<file path="src/rtl/serial_pattern_tx.sv">
// serial_pattern_tx: serializes a WIDTH-bit word onto one line, MSB first,
// one bit per clock, behind a valid/ready load handshake. Line idles high.
//
// Optional feature macro: SERIAL_PATTERN_TX_PREAMBLE_EN
//   defined   -> every word is preceded by a 0,1,0 sync preamble (PRE state)
//   undefined -> IDLE goes straight to SHIFT; PRE encoding left unused
//
// Ports:
//   clk    in   rising-edge clock
//   reset  in   asynchronous active-high reset, forces IDLE
//   data   in   [WIDTH-1:0] parallel word, sampled on the accepting edge
//   load   in   word valid
//   ready  out  high only in IDLE; accept on load && ready
//   out    out  serial line, 1 when idle
//   busy   out  high in PRE, SHIFT and DONE
//   done   out  one-cycle pulse after the last payload bit
module serial_pattern_tx #(
    parameter int unsigned WIDTH = 8
) (
    input  logic             clk,
    input  logic             reset,
    input  logic [WIDTH-1:0] data,
    input  logic             load,
    output logic             ready,
    output logic             out,
    output logic             busy,
    output logic             done
);

    // One extra bit so the counter never wraps inside a word.
    localparam int unsigned CW = $clog2(WIDTH) + 1;

    typedef enum logic [1:0] {
        S_IDLE  = 2'd0,
        S_PRE   = 2'd1,
        S_SHIFT = 2'd2,
        S_DONE  = 2'd3
    } state_t;

    state_t           state;
    state_t           state_nxt;
    logic [WIDTH-1:0] sreg;
    logic [CW-1:0]    cnt;
    logic             accept_c;

    assign accept_c = load && ready;

    // State register.
    always_ff @(posedge clk or posedge reset) begin
        if (reset) begin
            state <= S_IDLE;
        end else begin
            state <= state_nxt;
        end
    end

    // Next-state logic.
    always_comb begin
        state_nxt = state;
        case (state)
            S_IDLE: begin
                if (accept_c) begin
`ifdef SERIAL_PATTERN_TX_PREAMBLE_EN
                    state_nxt = S_PRE;
`else
                    state_nxt = S_SHIFT;
`endif
                end
            end
`ifdef SERIAL_PATTERN_TX_PREAMBLE_EN
            S_PRE: begin
                if (cnt == CW'(2)) begin
                    state_nxt = S_SHIFT;
                end
            end
`endif
            S_SHIFT: begin
                if (cnt == CW'(WIDTH - 1)) begin
                    state_nxt = S_DONE;
                end
            end
            S_DONE:  state_nxt = S_IDLE;
            default: state_nxt = S_IDLE;
        endcase
    end

    // Moore outputs decoded from the registered state only.
    always_comb begin
        out   = 1'b1;
        ready = 1'b0;
        busy  = 1'b0;
        done  = 1'b0;
        case (state)
            S_IDLE: begin
                ready = 1'b1;
            end
`ifdef SERIAL_PATTERN_TX_PREAMBLE_EN
            S_PRE: begin
                busy = 1'b1;
                // Preamble 0,1,0: only the middle slot is high.
                out  = (cnt == CW'(1));
            end
`endif
            S_SHIFT: begin
                busy = 1'b1;
                out  = sreg[WIDTH-1];
            end
            S_DONE: begin
                busy = 1'b1;
                done = 1'b1;
            end
            default: begin
                out = 1'b1;
            end
        endcase
    end

    // Shift register and bit counter.
    always_ff @(posedge clk or posedge reset) begin
        if (reset) begin
            sreg <= '0;
            cnt  <= '0;
        end else begin
            case (state)
                S_IDLE: begin
                    if (accept_c) begin
                        sreg <= data;
                        cnt  <= '0;
                    end
                end
`ifdef SERIAL_PATTERN_TX_PREAMBLE_EN
                S_PRE: begin
                    // Cleared on the last preamble slot so SHIFT starts at 0.
                    if (cnt == CW'(2)) begin
                        cnt <= '0;
                    end else begin
                        cnt <= cnt + CW'(1);
                    end
                end
`endif
                S_SHIFT: begin
                    sreg <= {sreg[WIDTH-2:0], 1'b0};
                    cnt  <= cnt + CW'(1);
                end
                default: begin
                    sreg <= sreg;
                    cnt  <= cnt;
                end
            endcase
        end
    end

endmodule

</file>
<file path="config.mk">
export PLATFORM = sky130hd
export DESIGN_NAME = serial_pattern_tx
export DESIGN_NICKNAME = d
export VERILOG_FILES = /design/src/rtl/serial_pattern_tx.sv
export SDC_FILE = /design/constraint.sdc
export NUM_CORES = 1
export LEC_CHECK = 0
export BUFFER_PORTS_ARGS = -buffer_cell sky130_fd_sc_hd__buf_2
export CORE_MARGIN = 3
export CORE_UTILIZATION = 45
export CTS_CLUSTER_DIAMETER = 100
export CTS_CLUSTER_SIZE = 8
export DETAILED_ROUTE_END_ITERATION = 12
export PLACE_DENSITY = 0.68
export SLEW_MARGIN = 15
export SYNTH_ARGS = -nofsm -noshare
export SYNTH_HDL_FRONTEND = slang
export SYNTH_SLANG_ARGS = --single-unit
export TNS_END_PERCENT = 10
</file>
<file path="constraint.sdc">
create_clock -name clk -period 1.6 [get_ports clk]
set_input_delay 0.32 -clock clk [delete_from_list [all_inputs] [get_ports clk]]
set_output_delay 0.32 -clock clk [all_outputs]
set_load 0.1 [all_outputs]
</file>
==> results of run 1 <==
-- state kept, by name (all words and copies together) (netlist names) --
signal,cells
state,2
sreg,8
cnt,4
-- kinds of logic after synthesis --
| kind of cell | after synthesis |
|---|---|
| and+or+nand+nor | 19 |
| AOI/OAI and AO/OA | 26 |
| DFF | 14 |
| adders and majority gates | 1 |
| buffers and inverters | 7 |
| muxes | 2 |
-- metrics by stage --
step | power (W) | std cells | worst slack (ns) | TNS (ns)
3_3_place_gp | 0.00173 | 98 | 0.276 | 0
2_1_floorplan | 0.00138 | 69 | -0.0981 | -0.161
6_report | 0.00206 | 105 | 0.0697 | 0
4_1_cts | 0.00201 | 102 | 0.00766 | 0
5_1_grt | 0.00219 | 105 | 0.0208 | 0
3_5_place_dp | 0.00174 | 98 | 0.279 | 0
-- cell type report --
type / count / area [µm²]
tap: 15 / 18.8
inverter: 3 / 11.3
fill: 108 / 445
sequential: 14 / 353
multi-input combinational: 48 / 315
timing repair buffer: 21 / 186
clock buffer: 4 / 36.3
-- critical path, cell delays in order, from the launching register on --
cell and delay [ns]:
dfrtp_2 0.47, buf_4 0.16, buf_4 0.14, buf_12 0.16
-- timing repair --
item                       in CTS  in global routing
hold buffers                    0                  0
setup buffers                   0                  3
pin swaps                       0                  0
resized for setup               2                  2
setup endpoints to repair       2                  2
-- layout by cell type (no fill, tap or decap), types with 2 or more instances in the layout --
cell type	instances
clkbuf_4	3
dfrtp_2	2
buf_12	4
nand2_1	3
buf_4	6
a22oi_1	6
nor2b_1	6
inv_1	2
nand3_1	2
a21oi_1	6
buf_2	10
nor2_1	2
a31oi_1	2
o21ai_1	7
dfrtp_1	12
-- path summary, 6_finish.rpt --
check,cells after the start,slack [ns],to
max in group asynchronous,2,1.17,state[0]
hold reg to reg,1,0.45,state[0]
setup reg to reg,3,0.38,cnt[0]
hold / removal,2,0.05,sreg[3]
min in group clk,2,0.29,sreg[0]
setup / recovery,3,0.07,busy
-- routing by layer --
| layer | track usage | vias up | part of all wire |
|---|---|---|---|
| met5 | 0 | - | 0 |
| met4 | 0.123 | 0 | 0.028 |
| met3 | 0.0239 | 5 | 0.048 |
| met2 | 0.249 | 14 | 0.45 |
| met1 | 0.218 | 277 | 0.47 |
| li1 | - | 288 | - |
-- cell usage after synthesis (2+ instances only) --
cell,count,area [µm²]
nand2_1,3,11.3
a22oi_1,6,45.0
buf_2,2,10.0
nor2b_1,6,37.5
nand3_1,2,10.0
and2_1,2,12.5
o21ai_1,7,35.0
dfrtp_1,14,350
a31oi_1,2,12.5
inv_1,2,7.51
a21oi_1,6,30.0
nor2_1,3,11.3
-- power by group --
part           internal (W)  switching [W]
Sequential         0.000487       0.000125
Clock              0.000139       0.000122
Combinational      0.000509       0.000673
Total               0.00114       0.000920
==> results.tsv, run 1 <==
stage	metric	value	unit
run_status	status	finished clean	
placement	place_congestion	0.763	
cells_and_area	final_area	921	µm²
drt	drtAntennaViolNets	0	
synthesis	seq_area_frac_synth	0.507	
setup_path	cp_max_fo	8	
floorplan	die-area	2040	µm²
timing	maxSlewHeadroom	0.648	
synthesis	synth_xor_xnor_area_share	0	
setup_path	cp_data_required_time	1.28	ns
power_and_ir_drop	p_leak	0.426	nW
cts	htreeDepth	1	
cts	clk_latency	0.29	ns
cells_and_area	synthToLayoutAreaGrowth	33.3	%
drt	vias	584	
timing	final_hold_viol_count	0	
setup_path	cp.arrival	1.21	ns
timing	finalClockSkew	0.000672	ns
synthesis	synth_compound_area_frac	0.241	
setup_path	setup.worst_path.start	state[1]	
synthesis	synthAdderAreaFrac	0.0181	
drt	dr.pass1.iters	4	
synthesis	ys_warn_count	0	
floorplan	die_h	45.2	µm
timing	fin_crit	1.53	ns
floorplan	io-pin-count	15	
power_and_ir_drop	p_per_area	2230	nW/µm²
setup_path	startpoint_type	flip-flop	
cts	numClockSinks	14	
global_route	grt_use_total	0.167	
setup_path	regToRegStartpoint	state[0]	
global_route	gr-total-overflow	0	
synthesis	syn_area_per_cell	10.0	µm²
synthesis	syn-instance-count	69	
power_and_ir_drop	ir_drop	1.10	mV
placement	place_area	853	µm²
cts	cts-buffers-inserted	3	
timing	grt_setup_unrepaired	false	
flow_run	cap_violations	0	
drt	wl	1450	µm
drt	drc	0	
synthesis	synth.distinct_cells	26	
timing	finalSetupViolations	0	
global_route	grt_pass1_vias	539	
global_route	grt_pass1_wl	2380	µm
synthesis	synth_area	691	µm²
synthesis	synth_mux_area_frac	0.0308	
timing	holdWs	0.0522	ns
placement	dp_hpwl	988	µm
cts	cts_tree	built	
timing	slew_viol_final	0	
timing	fmax	653	MHz
cells_and_area	final_util	0.674	
synthesis	syn_nets	81	
global_route	antenna_found_initial	0	
synthesis	yosys_register_bits	14	
cts	cts-root-buf	clkbuf_4	
floorplan	rows	13	
global_route	grt_max_degree	15	
drt	vias_per_cell	5.56	
cells_and_area	drive_gt1_frac	0.389	
floorplan	die_w	45.2	µm
drt	routedWlPerCell	13.8	µm
placement	numPortBuffers	14	
cells_and_area	diodes	0	
setup_path	cp-end-kind	output port	
synthesis	synth_top_family_by_area	compound AO/OA/AOI/OAI gates	
floorplan	initial_core_util	0.505	
drt	drt_iter0_drc	6	
synthesis	synthArstFlopShare	1.00	
cts	clkTransAtPathRegs	0.09	ns
synthesis	synth_simple_gate_area_frac	0.156	
floorplan	coreArea	1370	µm²
synthesis	ys.flop_type	dfrtp_1	
hold_path	hp-class	primary input to async pin	
timing	tightest_slew	0.528	ns
timing	period_share	0.956	
cts	clk_path_buf_depth	2	
cells_and_area	nNetsFinal	103	
synthesis	synth_edf_count	0	
setup_path	criticalPathCategory	flip-flop to output port	
(Power assumes the default switching activity.)
==> run 2, diff against run 1 <==
Settings changed: CORE_ASPECT_RATIO set to 0.9.
==> run 2 against run 1 <==
Compared with the run above: wire length is 8.0% higher; first-iteration DRC count grew to 2.5 times the previous value; critical path type unchanged; setup slack better by 0.0046 ns; via count is 0.86% higher; critical path depth stayed put; global-route usage is 1.2 points higher; sequential cell count stayed put; non-clock buffer count is 1 higher; final area is 0.27% higher.
==> results.tsv, run 2 (synthesis gave the netlist of run 1 again) <==
stage	metric	value	unit	change
global_route	antenna_found_initial	0		unchanged
setup_path	cp-end-kind	output port		
global_route	gr-total-overflow	0		unchanged
timing	period_share	0.954		-0.00288
cells_and_area	drive_gt1_frac	0.374		-0.0153
cells_and_area	top_register	sreg		
setup_path	cp_slowest_cell	dfrtp_1		
cells_and_area	nNetsFinal	104		+0.97%
floorplan	coreArea	1340	µm²	-2.2%
placement	numPortBuffers	14		unchanged
drt	routedWlPerCell	14.9	µm	+8.0%
cells_and_area	largest_reg_flops	8		unchanged
floorplan	die-area	2040	µm²	about the same
cts	cts-buffers-inserted	3		unchanged
cts	clk_latency	0.28	ns	about the same
power_and_ir_drop	p_leak	0.430	nW	+0.98%
setup_path	startpoint_type	flip-flop		
global_route	met1_usage	0.247		+0.0293
cells_and_area	mostFrequentLayoutCell	dfrtp_1		
setup_path	crit_family	flip-flops		
timing	final_hold_viol_count	0		unchanged
global_route	grt_use_total	0.179		+0.0123
global_route	grt_pass1_vias	566		+5.0%
timing	finalClockSkew	0.0149	ns	+0.0142 ns
drt	drc	0		unchanged
cells_and_area	layout_common_cells	dfrtp_1 (13), buf_2 (10), o21ai_1 (7), buf_4 (7)		
placement	place_area	845	µm²	-1.0%
power_and_ir_drop	p_per_area	2260	nW/µm²	+1.4%
timing	fmax	655	MHz	+0.30%
cts	numClockSinks	14		unchanged
setup_path	rrSetupSlack	0.30	ns	-0.08 ns
setup_path	cp.arrival	1.21	ns	about the same
timing	tightest_slew	0.529	ns	+0.000689 ns
cts	htreeDepth	1		unchanged
cts	cts-root-buf	clkbuf_4		
floorplan	die_w	47.3	µm	+4.7%
drt	dr.pass1.iters	4		unchanged
setup_path	cp_max_fo	7		-1
global_route	gr-usage-met3	0.0551		+0.0312
placement	place_congestion	0.752		-1.3%
floorplan	rows	12		-1
drt	vias_per_cell	5.61		+0.86%
setup_path	crit_chain	buf_6, nor2_2, buf_12		
timing	fin_crit	1.53	ns	-0.00461 ns
global_route	grt_max_degree	15		unchanged
cells_and_area	final_area	923	µm²	+0.27%
cells_and_area	diodes	0		unchanged
cells_and_area	largestRegisters	sreg: 8 flops, cnt: 4 flops, state: 2 flops		
power_and_ir_drop	finalPower	0.00209	W	+1.7%
placement	pre_cts_ws	0.290	ns	+0.0105 ns
timing	grt_setup_unrepaired	false		
power_and_ir_drop	ir_drop	1.51	mV	+37%
hold_path	hp-class	primary input to async pin		
cts	clk_path_buf_depth	2		unchanged
setup_path	criticalPathCategory	flip-flop to output port		
timing	timing.final.ws_setup	0.0743	ns	+0.00461 ns
global_route	top_usage_layer	met2		
timing	finalSetupViolations	0		unchanged
cts	cts_tree	built		
drt	wl	1570	µm	+8.0%
timing	holdWs	0.0541	ns	+0.00191 ns
floorplan	die_h	43.2	µm	-4.4%
setup_path	path_buf_inv	2		-1
run_status	status	finished clean		
floorplan	initial_core_util	0.517		+0.0114
floorplan	io-pin-count	15		unchanged
placement	dp_hpwl	1060	µm	+7.0%
timing	maxSlewHeadroom	0.647		about the same
cells_and_area	nFillCells	102		-5.6%
global_route	grt_pass1_wl	2570	µm	+8.1%
setup_path	cp_data_required_time	1.28	ns	about the same
drt	vias	589		+0.86%
drt	drt_iter0_drc	15		+9
global_route	grt_use_met2	0.257		+0.00810
timing	slew_viol_final	0		unchanged
cells_and_area	synthToLayoutAreaGrowth	33.7	%	
flow_run	cap_violations	0		unchanged
cts	clkTransAtPathRegs	0.09	ns	about the same
setup_path	critical_path.max_stage_delay	0.43	ns	-0.04 ns
drt	drtAntennaViolNets	0		unchanged
==> run 2: final timing paths <==
| path | startpoint | endpoint | depth (start not counted) |
|---|---|---|---|
| max | state[1] | ready | 3 |
| min | reset | sreg[5] | 2 |
| max reg2reg | state[1] | cnt[3] | 5 |
| min reg2reg | cnt[3] | state[0] | 1 |
| max in group asynchronous | reset | state[0] | 2 |
| min in group clk | data[5] | sreg[5] | 3 |
==> run 2: power breakdown <==
| group | internal [W] | switching, W |
|---|---|---|
| combinational | 0.000522 | 0.000700 |
| clock | 0.000138 | 0.000115 |
| sequential | 0.000485 | 0.000129 |
| total | 0.00115 | 0.000944 |
==> run 2: repair_timing <==
item / CTS / global route
buffers inserted: 1 / 4
gates resized for setup: 0 / 2
endpoints found under the setup margin: 2 / 3
hold buffers: 0 / 0
==> run 2: cell type report <==
type | count | area [µm²] | area share
clock buffers | 4 | 36.3 | 0.0393
multi-input cells | 48 | 313 | 0.339
inverters | 3 | 11.3 | 0.0122
well taps | 14 | 17.5 | 0.0190
flip-flops and latches | 14 | 352 | 0.381
repair buffers | 22 | 194 | 0.210
==> run 2: worst register-to-register path: cells and delay by family, from the launching register on <==
family	cells	cell delay (ns)
AOI/OAI and AO/OA	2	0.42
DFF	1	0.43
buffers and inverters	3	0.37
==> run 2: routing by layer <==
| layer | routed length, µm | vias to the layer above |
|---|---|---|
| met3 | 90 | 4 |
| met5 | 0 | - |
| met1 | 729 | 280 |
| li1 | - | 288 |
| met4 | 23 | 0 |
| met2 | 723 | 17 |
==> run 2: per-stage QoR <==
stage	instances	util	TNS [ns]
global route	105	0.691	0
CTS	101	0.665	0
detailed placement	96	0.632	0
global placement	96	0.632	0
finish	105	0.691	0
floorplan	69	-	-0.161
